[config.mk]
export PLATFORM = sky130hd
export DESIGN_NAME = dmem_arbiter
export DESIGN_NICKNAME = d
export VERILOG_FILES = /design/src/rtl/y86_mem_pkg.sv /design/src/rtl/dmem_lat_counter.sv /design/src/rtl/dmem_arbiter.sv
export SDC_FILE = /design/constraint.sdc
export NUM_CORES = 1
export LEC_CHECK = 0
export ABC_AREA = 1
export BUFFER_PORTS_ARGS = -buffer_cell sky130_fd_sc_hd__buf_2
export CAP_MARGIN = 25
export CORE_AREA = 2 2 180 182
export CTS_CLUSTER_DIAMETER = 200
export DETAILED_ROUTE_END_ITERATION = 8
export DIE_AREA = 0 0 182 184
export HOLD_SLACK_MARGIN = 0.03
export SLEW_MARGIN = 20
export SYNTH_ARGS = -nofsm -noshare
export SYNTH_HDL_FRONTEND = slang
export SYNTH_SLANG_ARGS = --single-unit
[constraint.sdc]
create_clock -name clk -period 1.7 [get_ports clk]
set_input_delay 0.085 -clock clk [delete_from_list [all_inputs] [get_ports clk]]
set_output_delay 0.085 -clock clk [all_outputs]
set_load 0.05 [all_outputs]
[src/rtl/y86_mem_pkg.sv]
// Shared types and constants for the Y86 data-memory path: arbiter FSM
// states, requester IDs, memory-touching icodes and the ADR status code.
package y86_mem_pkg;

    typedef enum logic [1:0] {
        S_IDLE = 2'd0,
        S_WAIT = 2'd1,
        S_RESP = 2'd2
    } arb_state_e;

    typedef enum logic {
        REQ_F = 1'b0,
        REQ_M = 1'b1
    } req_id_e;

    localparam logic [3:0] I_RMMOVQ = 4'h4;
    localparam logic [3:0] I_MRMOVQ = 4'h5;
    localparam logic [3:0] I_CALL   = 4'h8;
    localparam logic [3:0] I_RET    = 4'h9;
    localparam logic [3:0] I_PUSHQ  = 4'hA;
    localparam logic [3:0] I_POPQ   = 4'hB;

    localparam logic [2:0] STAT_AOK = 3'd1;
    localparam logic [2:0] STAT_ADR = 3'd3;

    function automatic logic icode_writes(input logic [3:0] icode);
        return (icode == I_RMMOVQ) || (icode == I_PUSHQ) || (icode == I_CALL);
    endfunction

    function automatic logic [2:0] access_stat(input logic err);
        return err ? STAT_ADR : STAT_AOK;
    endfunction

endpackage

[src/rtl/dmem_lat_counter.sv]
// Loadable down-counter that times the WAIT phase of a memory access;
// expire marks the WAIT cycle whose decrement reaches zero.
module dmem_lat_counter #(
    parameter int W = 1
) (
    input  logic         clk,
    input  logic         reset,
    input  logic         load,
    input  logic [W-1:0] load_val,
    input  logic         dec,
    output logic         expire
);

    logic [W-1:0] cnt;

    always_ff @(posedge clk) begin
        if (reset) begin
            cnt <= '0;
        end else if (load) begin
            cnt <= load_val;
        end else if (dec && cnt != '0) begin
            cnt <= cnt - W'(1);
        end
    end

    assign expire = dec && (cnt == W'(1));

endmodule

[src/rtl/dmem_arbiter.sv]
// Two-port arbiter (fetch, memory stage) in front of a single-port,
// fixed-latency data memory with out-of-range address reporting.
module dmem_arbiter
    import y86_mem_pkg::*;
#(
    parameter int DEPTH      = 128,
    parameter int MEM_LAT    = 2,
    parameter int MAX_STREAK = 4
) (
    input  logic                     clk,
    input  logic                     reset,
    input  logic                     f_req,
    input  logic [63:0]              f_addr,
    output logic [63:0]              f_rdata,
    output logic                     f_done,
    output logic                     f_err,
    input  logic                     m_req,
    input  logic                     m_we,
    input  logic [63:0]              m_addr,
    input  logic [63:0]              m_wdata,
    output logic [63:0]              m_rdata,
    output logic                     m_done,
    output logic                     m_err,
    output logic                     mem_en,
    output logic                     mem_we,
    output logic [$clog2(DEPTH)-1:0] mem_addr,
    output logic [63:0]              mem_wdata,
    input  logic [63:0]              mem_rdata
);

    localparam int AW = $clog2(DEPTH);
    localparam int CW = (MEM_LAT > 1) ? $clog2(MEM_LAT) : 1;
    localparam int SW = $clog2(MAX_STREAK + 1);
    localparam logic [CW-1:0] LAT_LOAD   = CW'(MEM_LAT - 1);
    localparam logic [SW-1:0] STREAK_MAX = SW'(MAX_STREAK);

    arb_state_e    state;
    req_id_e       owner;
    logic          err_q;
    logic          we_q;
    logic [SW-1:0] streak;
    logic [63:0]   f_rdata_q;
    logic [63:0]   m_rdata_q;
    logic          f_err_q;
    logic          m_err_q;

    logic          grant_f;
    logic          accept;
    logic          sel_legal;
    logic [63:0]   sel_addr;
    logic [63:0]   resp_data;
    logic          lat_expire;
    logic          resp;

    // Fetch only overrides the memory stage once the streak limit is hit.
    always_comb begin
        grant_f   = f_req && (!m_req || streak == STREAK_MAX);
        sel_addr  = grant_f ? f_addr : m_addr;
        sel_legal = sel_addr < 64'(DEPTH);
        accept    = !reset && (state == S_IDLE) && (f_req || m_req);
    end

    assign mem_en    = accept && sel_legal;
    assign mem_we    = mem_en && !grant_f && m_we;
    assign mem_addr  = mem_en ? sel_addr[AW-1:0] : '0;
    assign mem_wdata = (mem_en && !grant_f) ? m_wdata : '0;

    // Writes and rejected addresses return zero data.
    assign resp      = (state == S_RESP);
    assign resp_data = (err_q || we_q) ? '0 : mem_rdata;
    assign f_done    = resp && (owner == REQ_F);
    assign m_done    = resp && (owner == REQ_M);
    assign f_rdata   = f_done ? resp_data : f_rdata_q;
    assign f_err     = f_done ? err_q : f_err_q;
    assign m_rdata   = m_done ? resp_data : m_rdata_q;
    assign m_err     = m_done ? err_q : m_err_q;

    dmem_lat_counter #(
        .W(CW)
    ) u_lat (
        .clk      (clk),
        .reset    (reset),
        .load     (mem_en),
        .load_val (LAT_LOAD),
        .dec      (state == S_WAIT),
        .expire   (lat_expire)
    );

    always_ff @(posedge clk) begin
        if (reset) begin
            state     <= S_IDLE;
            owner     <= REQ_F;
            err_q     <= 1'b0;
            we_q      <= 1'b0;
            streak    <= '0;
            f_rdata_q <= '0;
            f_err_q   <= 1'b0;
            m_rdata_q <= '0;
            m_err_q   <= 1'b0;
        end else begin
            case (state)
                S_IDLE: begin
                    if (accept) begin
                        owner <= grant_f ? REQ_F : REQ_M;
                        err_q <= !sel_legal;
                        we_q  <= !grant_f && m_we;
                        state <= (!sel_legal || MEM_LAT == 1) ? S_RESP : S_WAIT;
                    end
                    if ((accept && grant_f) || !f_req) begin
                        streak <= '0;
                    end else if (accept && streak != STREAK_MAX) begin
                        streak <= streak + SW'(1);
                    end
                end
                S_WAIT: begin
                    if (lat_expire) begin
                        state <= S_RESP;
                    end
                end
                S_RESP:  state <= S_IDLE;
                default: state <= S_IDLE;
            endcase
            if (f_done) begin
                f_rdata_q <= resp_data;
                f_err_q   <= err_q;
            end
            if (m_done) begin
                m_rdata_q <= resp_data;
                m_err_q   <= err_q;
            end
        end
    end

endmodule

# Word level (Yosys, flattened, before mapping)
# Index checks and enable logic that the tools add are counted.
[totals] ff_bits=139 input_bits=261 out_inout_bits=205 wordCells=64
[op_classes] add_sub_neg=2 order_cmp=1 n_eq_ne=6 n_mux=17 n_bitwise=1 n_reduce_logical=27
[ops] operator="$mux 64" n=5
[ops] operator="$lt 64x8->1 const B" n=1
[ops] operator="$logic_and 1x1->1" n=12
[ops] operator="$mux 7" n=1
[ops] operator="$mux 2" n=3
[ops] operator="$mux 3" n=2
[ops] operator="$reduce_and 2->1" n=3
[ops] operator="$logic_not 1->1" n=5
[ops] operator="$mux 1" n=5
[ops] operator="$logic_or 1x1->1" n=4
[ops] operator="$ne 2x2->1 const B" n=2
[ops] operator="$pmux 2 s2" n=1
[ops] operator="$reduce_bool 2->1" n=2
[ops] operator="$add 3x1->3 const B" n=1
[ops] operator="$eq 3x3->1 const B" n=1
[ops] operator="$ne 3x3->1 const B" n=1
[ops] operator="$eq 2x1->1 const B" n=1
[ops] operator="$eq 2x2->1 const B" n=1
[ops] operator="$logic_not 2->1" n=1
[ops] operator="$not 1->1" n=1
[ops] operator="$sub 1x1->1 const B" n=1

# Longest topological paths before layout
# Gate-level depths: netlist of the first run.
[depth] ltp_word=8 ltp_mapped=13 mapped_depth_nobuf=13

# Cells and area by module
# From an unflattened synthesis of the first run, not the netlist that was laid out.
[unflattened] hier_cells=1122 hier_area_um2=7790.0
[modules_own_cells] module="dmem_arbiter" instances=1 cells_per_inst=1112 area_each_um2=7734.9 seq_area_each_um2=2762.6
[modules_own_cells] module="dmem_lat_counter" instances=1 cells_per_inst=10 area_each_um2=55.1 seq_area_each_um2=20.0

# Least setup slack after synthesis of the first run
# Ideal clock, no wire load.
[synth_path] path_kind="register to output" start="register streak[0]" end="output port mem_addr[0]" arrival_ns=2.104 t_required_ns=1.615 setup_slack_ns=-0.489 stages_incl_launch_ff=11 path_buffers=1 cell_sequence="dfxtp_1 inv_1 ha_1 nand2_1 nand2_2 nand2_2 nand3_1 o21ai_2 nand3_1 buf_2 a21oi_1"
[synth_via] elab_chain_cells=7
[synth_rtl] element="start, declared" line_no="dmem_arbiter.sv:41" rtl="logic [SW-1:0] streak;"
[synth_rtl] element="start signal, assigned" line_no="dmem_arbiter.sv:112" rtl="streak <= streak + SW'(1);"
[synth_rtl] element="$eq 3x3->1 *" line_no="dmem_arbiter.sv:57" rtl="grant_f = f_req && (!m_req || streak == STREAK_MAX);"
[synth_rtl] element="$logic_or 1x1->1 *" line_no="dmem_arbiter.sv:57"
[synth_rtl] element="$logic_and 1x1->1 *" line_no="dmem_arbiter.sv:57"
[synth_rtl] element="$mux 64 *" line_no="dmem_arbiter.sv:58" rtl="sel_addr = grant_f ? f_addr : m_addr;"
[synth_rtl] element="$lt 64x8->1" line_no="dmem_arbiter.sv:59" rtl="sel_legal = sel_addr < 64'(DEPTH);"
[synth_rtl] element="$logic_and 1x1->1" line_no="dmem_arbiter.sv:63" rtl="assign mem_en = accept && sel_legal;"
[synth_rtl] element="$mux 7 *" line_no="dmem_arbiter.sv:65" rtl="assign mem_addr = mem_en ? sel_addr[AW-1:0] : '0;"
[synth_rtl] element="end, declared" line_no="dmem_arbiter.sv:26" rtl="output logic [$clog2(DEPTH)-1:0] mem_addr,"
# Every way passes the cells marked *; elsewhere a longest branch is shown, timed or not.

# Final worst setup path of the first run
[layout_path] start="register streak[0]" end="output port mem_wdata[21]"
[layout_via] elab_chain_cells=8 elab_cells_between_ends=9 cone_classes="1 x order compare; 1 x eq/ne; 2 x mux; 5 x reduce/logical"
[layout_rtl] element="$eq 3x3->1 *" line_no="dmem_arbiter.sv:57"
[layout_rtl] element="$logic_or 1x1->1 *" line_no="dmem_arbiter.sv:57"
[layout_rtl] element="$logic_and 1x1->1 *" line_no="dmem_arbiter.sv:57"
[layout_rtl] element="$mux 64" line_no="dmem_arbiter.sv:58"
[layout_rtl] element="$lt 64x8->1" line_no="dmem_arbiter.sv:59"
[layout_rtl] element="$logic_and 1x1->1" line_no="dmem_arbiter.sv:63"
[layout_rtl] element="$logic_and 1x1->1 *" line_no="dmem_arbiter.sv:66" rtl="assign mem_wdata = (mem_en && !grant_f) ? m_wdata : '0;"
[layout_rtl] element="$mux 64 *" line_no="dmem_arbiter.sv:66"
[layout_rtl] element="end, declared" line_no="dmem_arbiter.sv:27" rtl="output logic [63:0] mem_wdata,"
# Marks and branches as above.

==> impl_metrics.py, run 1 <==
metrics = {
    "synth": {
        "synth-compound-area-share_pct": 21.96,
        "synth_mux_area_share_pct": 0,
        "synth_nets": 1376,
        "yosysSeqAreaShare_pct": 35.34,
        "synthAdderAreaFrac_pct": 0.3178,
        "syn_area_um2": 7874,
        "yosys.cell_types.count": 30,
        "synth_top_cell_by_area": "dfxtp_1",
        "async_flop_share_pct": 0,
        "synth-seq-cells": 139,
        "yosys_most_used_dff": "dfxtp_1",
        "synth-simple-area-share_pct": 26.70,
        "synth_warnings": 0,
        "yosysTopAreaCellShare_pct": 35.34,
        "synth-xor-area-share_pct": 0.1112,
        "synth_edf_count": 0,
        "synth_top_family_by_area": "simple AND/OR/NAND/NOR gates",
        "postSynthAreaPerCell_um2": 7.074,
        "yosys-top-cells-count": "inv_1 (217), a21oi_1 (140), dfxtp_1 (139)",
        "synth_cells": 1113,
        "yosys-top-cells-area": "dfxtp_1 (35%), a211oi_1 (12%), or2_2 (10%), inv_1 (10%), a21oi_1 (8.9%)",
        "yosysMostFrequentCell": "inv_1",
    },
    "setup_path": {
        "cp-end-kind": "output pin",
        "r2r_end": "f_rdata_q[58]",
        "cp.required_ns": 1.62,
        "startpoint": "streak[0]",
        "start_kind": "register",
        "path_class": "register to output pin",
        "ff2ff_path_depth": 11,
        "cp_max_fo": 8,
        "worstSetupEndpoint": "mem_wdata[21]",
        "crit_arrival_ns": 2.24,
        "r2r-start": "state[1]",
        "regToRegSetupSlack_ns": -0.05,
    },
    "global_routing": {
        "overflow": 0,
        "grt_max_degree": 97,
        "antenna_found_initial": 1,
        "gr-usage-all-layers_pct": 21.84,
        "grt_pass1_vias": 10751,
        "grt_pass1_wl_um": 56820,
    },
    "clock_tree": {
        "ctsHtreeMaxLevel": 4,
        "cts.sinks": 139,
        "cts_tree": "built",
        "clock_latency_ns": 0.42,
        "cts.clk_slew.worst_paths_ns": 0.07,
        "cts_buffers": 17,
        "root_buffer": "clkbuf_16",
        "cts_buffer_depth": 2,
    },
    "timing": {
        "max_slew_margin_pct": 58.94,
        "max_freq_mhz": 430.0,
        "final_hold_viol_count": 0,
        "min_period_over_period_pct": 136.8,
        "final-setup-viol-count": 229,
        "tightest_slew_ns": 0.6159,
        "clock_skew_ns": 0.01146,
        "fin_ws_ns": -0.6254,
        "period_minus_slack_ns": 2.325,
        "slew_violations": 0,
        "rsz0062_at_grt": "yes",
    },
    "power_and_ir_drop": {
        "p_total_mw": 14.29,
        "power.leakage_nw": 8.273,
        "power_density_nw_per_um2": 787.6,
        "peakVddDrop_v": 0.0005579,
    },
    "hold_path": {
        "hold_path.class": "input pin to register",
        "hp-start": "mem_rdata[13]",
        "whs_path_depth": 3,
    },
    "placement": {
        "portBuffers": 465,
        "hpwl_um": 24460,
        "placed_area_um2": 13060,
        "gp_congestion": 0.8588,
        "dpl.cell_count": 2099,
    },
    "floorplan": {
        "die_h_um": 184,
        "core_area_um2": 31390,
        "die_area_um2": 33490,
        "initial_utilization_pct": 25.08,
        "die_w_um": 182,
        "ios": 466,
        "rows": 65,
    },
    "layout": {
        "syn2layout_area_growth_pct": 130.5,
        "final_cell_area_um2": 18150,
        "drive_gt1_share_pct": 73.23,
        "stdcell_count": 2271,
        "fin_nets": 2118,
    },
    "status": {
        "violations": "setup timing",
        "status": "complete, but fails checks",
    },
    "routing": {
        "drt_wl_total_um": 38830,
        "dr.pass1.iters": 4,
        "wl_met3_um": 2053,
        "vias": 10350,
        "via_per_inst": 4.557,
        "first_iter_violations": 334,
        "ant_nets": 0,
        "drcViolationCount": 0,
        "wl_met2_um": 21370,
        "detail_route.wl_per_cell_um": 17.10,
        "highest_layer": "met4",
        "wl_met1_um": 14250,
    },
    "run": {
        "cap_violations": 0,
    },
}
-- metrics by stage --
| stage | worst slack, ns | hold WS, ns | setup TNS [ns] | util, % |
|---|---|---|---|---|
| global placement | -0.2372 | 0.4548 | -15.91 | 41.59 |
| floorplan | -0.2948 | 0.2612 | -15.15 | - |
| finish | -0.6254 | 0.05371 | -90.33 | 57.81 |
| detailed placement | -0.2766 | 0.4576 | -18.82 | 41.59 |
| CTS | -0.6132 | 0.03135 | -101.07 | 55.84 |
| global route | -0.7283 | 0.06522 | -110.67 | 57.81 |
-- where the power goes --
part / switching (mW) / internal, mW
combinational: 3.64 / 3.00
clock: 1.56 / 2.51
sequential: 0.0752 / 3.50
-- per-layer routing --
layer / up-vias / track usage [%]
li1: 5037 / -
met4: 0 / 8.226
met2: 341 / 41.83
met1: 4903 / 23.67
met3: 69 / 4.180
met5: - / 0
-- cells by family after synthesis --
group,Yosys count
adder cells (fa/ha/maj),2
AND/OR/NAND/NOR,402
XOR/XNOR,1
buffers and inverters,291
flip-flops,139
AO/OA/AOI/OAI,278
-- registers in the layout, summed over array words and instances (netlist names), 2 cells and up --
signal / count
f_rdata_q: 64
m_rdata_q: 64
streak: 3
state: 2
-- worst max-delay path, cell delays in order (launching register included) --
cell and delay, ns:
dfxtp_2 0.34, inv_2 0.05, ha_4 0.15, nand2_4 0.05
nand2_4 0.06, nand2_4 0.09, nand3_2 0.08, o21ai_4 0.19
nand4_4 0.13, buf_12 0.19, buf_16 0.17, nor2_4 0.13
buf_8 0.15
-- how the worst min path moves through the flow --
| stage | end | slack [ns] |
|---|---|---|
| 2_1_floorplan | we_q | 0.26 |
| 3_3_place_gp | u_lat.cnt | 0.45 |
| 3_5_place_dp | u_lat.cnt | 0.46 |
| 4_1_cts | f_rdata_q[11] | 0.03 |
| 5_1_grt | m_rdata_q[13] | 0.07 |
| 6_report | m_rdata_q[13] | 0.05 |
-- repair_timing --
action / CTS / global route
cloned: 28 / 0
resized for setup: 763 / 213
hold buffers: 12 / 0
pin swaps: 29 / 68
buffers inserted: 106 / 53
endpoints found under the hold margin: 16 / 0
endpoints found under the setup margin: 209 / 300
-- layout by cell type, fill, tap and decap left out, types with 5 or more instances in the layout --
master | netlist | final
nor2_4 | 3 | 68
o21ai_0 | 5 | 5
buf_12 | 0 | 38
a211oi_2 | 0 | 60
buf_8 | 0 | 53
dfxtp_1 | 139 | 134
buf_2 | 25 | 259
nand2_1 | 111 | 108
nand4_1 | 5 | 5
buf_6 | 9 | 223
inv_2 | 2 | 113
clkbuf_16 | 0 | 17
buf_4 | 7 | 186
inv_1 | 217 | 84
a211oi_1 | 131 | 70
dlygate4sd3_1 | 0 | 12
a21oi_2 | 0 | 84
inv_4 | 1 | 22
nor2_1 | 70 | 65
or2_2 | 132 | 5
buf_16 | 0 | 21
or2_4 | 0 | 127
a21oi_4 | 0 | 53
-- layout make-up --
| class | instances | area, um2 |
|---|---|---|
| well taps | 402 | 503.0 |
| diodes | 1 | 2.502 |
| inverters | 220 | 884.6 |
| fillers | 2548 | 13250 |
| flip-flops and latches | 139 | 2791 |
| clock buffers | 19 | 442.9 |
| multi-input cells | 683 | 5811 |
| clock inverters | 13 | 188.9 |
| repair buffers | 794 | 7523 |
(Power assumes the default switching activity.)
==> inputs of run 2 (changes only) <==
Clock period 1.7 ns to 1.9 ns, I/O delays scaled along.
==> impl_metrics.py, run 2 (same netlist as run 1, synthesis figures left out) <==
metrics = {
    "layout": {
        "drive_gt1_share_pct": 68.35,
        "final_common_cell": "buf_2",
        "syn2layout_area_growth_pct": 116.8,
        "reg_top3": "f_rdata_q x64, m_rdata_q x64, streak x3",
        "fillers": 2542,
        "fin_nets": 2048,
        "layout_common_cells": "buf_2 (259), buf_6 (194), buf_4 (139)",
    },
    "clock_tree": {
        "cts_buffer_depth": 2,
        "cts_buffers": 17,
        "cts.clk_slew.worst_paths_ns": 0.06,
        "root_buffer": "clkbuf_16",
        "cts.sinks": 139,
        "cts_tree": "built",
        "clock_latency_ns": 0.42,
        "ctsHtreeMaxLevel": 4,
    },
    "global_routing": {
        "gr-usage-met3_pct": 4.635,
        "overflow": 0,
        "gr-usage-all-layers_pct": 21.43,
        "antenna_found_initial": 3,
        "grt_pass1_wl_um": 55810,
        "grt_pass1_vias": 10272,
        "busiest_layer": "met2",
        "use_met1_pct": 24.20,
        "grt_max_degree": 134,
        "use_met2_pct": 38.87,
    },
    "floorplan": {
        "die_w_um": 182,
        "rows": 65,
        "core_area_um2": 31390,
        "ios": 466,
        "die_area_um2": 33490,
        "die_h_um": 184,
        "initial_utilization_pct": 25.08,
    },
    "status": {
        "violations": "setup timing",
        "status": "complete, but fails checks",
    },
    "setup_path": {
        "cp_max_fo": 8,
        "ff2ff_path_depth": 11,
        "crit_path_top_delay_cell": "dfxtp_2",
        "path_common_cell": "nand2_4",
        "start_kind": "register",
        "crit_family": "simple AND/OR/NAND/NOR gates",
        "crit_cells": 12,
        "cp.required_ns": 1.80,
        "critPathMaxStageDelay_ns": 0.34,
        "crit_buf_inv": 4,
        "crit_chain": "inv_2 > ha_4 > nand2_4 > nand2_4 > nand2_4 > nand3_1 > o21ai_2 > nand4_4 > buf_12 > buf_16 > nor2_4 > buf_8",
        "cp-end-kind": "output pin",
        "path_class": "register to output pin",
        "crit_arrival_ns": 2.26,
    },
    "hold_path": {
        "whs_path_depth": 3,
        "hold_path.class": "input pin to register",
    },
    "routing": {
        "vias": 10206,
        "ant_nets": 0,
        "via_per_inst": 4.635,
        "drcViolationCount": 0,
        "first_iter_violations": 556,
        "drt_wl_total_um": 38590,
        "detail_route.wl_per_cell_um": 17.52,
        "dr.pass1.iters": 5,
    },
    "timing": {
        "slew_violations": 0,
        "clock_skew_ns": 0.006442,
        "final_hold_viol_count": 0,
        "min_period_over_period_pct": 123.9,
        "hold-worst-slack_ns": 0.04595,
        "period_minus_slack_ns": 2.353,
        "fin_ws_ns": -0.4534,
        "rsz0062_at_grt": "yes",
        "max_freq_mhz": 424.9,
        "final-setup-viol-count": 204,
        "tightest_slew_ns": 0.6751,
        "max_slew_margin_pct": 55.00,
    },
    "placement": {
        "pre_cts_slack_ns": -0.1687,
        "gp_congestion": 0.8555,
        "hpwl_um": 22150,
        "portBuffers": 465,
    },
    "run": {
        "cap_violations": 0,
    },
    "power_and_ir_drop": {
        "power.leakage_nw": 7.842,
        "peakVddDrop_v": 0.0005399,
        "power_density_nw_per_um2": 725.4,
    },
}
==> run 2: cell types whose count changed in the layout (fill, tap and decap cells not counted), moves of 5 or more <==
cell / delta
a211oi_2: -59
a21oi_2: +9
buf_12: +10
a21oi_4: -11
buf_6: -29
buf_16: -5
a211oi_1: +60
buf_4: -47
inv_4: -8
inv_2: +8
==> run 2: metal layers <==
metal,routed length [um],up-vias
met4,1476,2
met5,7,-
met1,14130,4768
li1,-,4891
met2,20080,441
met3,2896,104
==> run 2: final cells by class <==
| class | instances | area, um2 | share of cell area [%] |
|---|---|---|---|
| repair buffers | 724 | 6902 | 40.43 |
| clock buffers | 23 | 498.0 | 2.917 |
| multi-input cells | 683 | 5370 | 31.45 |
| flip-flops and latches | 139 | 2794 | 16.36 |
| well taps | 402 | 503.0 | 2.946 |
| clock inverters | 9 | 135.1 | 0.7915 |
| inverters | 220 | 865.8 | 5.071 |
| diodes | 2 | 5.005 | 0.02931 |
==> run 2: final timing paths <==
| kind | slack [ns] | from | end |
|---|---|---|---|
| worst min-delay path | 0.05 | mem_rdata[0] | f_rdata_q[0] |
| worst max register to register | 0.04 | state[1] | f_rdata_q[47] |
| worst max-delay path | -0.45 | streak[0] | mem_wdata[9] |
| worst min register to register | 0.46 | u_lat.cnt | u_lat.cnt |
==> run 2: power by group <==
part           internal, mW  total [mW]  switching, mW
registers              3.13        3.20         0.0701
clock network          2.24        3.60           1.36
logic                  2.44        5.58           3.15
==> run 2: tightest hold or removal path, delay by kind of cell <==
family | cells | cell delay (ns)
AO/OA/AOI/OAI | 1 | 0.09
AND/OR/NAND/NOR | 1 | 0.14
buffers and inverters | 1 | 0.09
==> run 2: through the flow <==
stage	cells	TNS, ns	utilization, %	total power, mW	area (um2)
after floorplan	1113	-2.120	-	5.763	8451
after global placement	1970	-5.437	37.60	6.831	11800
after detailed placement	1970	-9.302	37.60	6.858	11800
after CTS	2170	-56.87	52.89	12.05	16600
after global routing	2202	-71.66	54.38	12.86	17070
final	2202	-50.21	54.38	12.38	17070
==> run 2: timing repair <==
action | in CTS | in global routing
hold buffers | 16 | 0
pin swaps | 21 | 45
resized for setup | 794 | 153
gates cloned | 28 | 0
setup buffers | 126 | 55
endpoints found under the hold margin | 26 | 0
endpoints found under the setup margin | 205 | 205
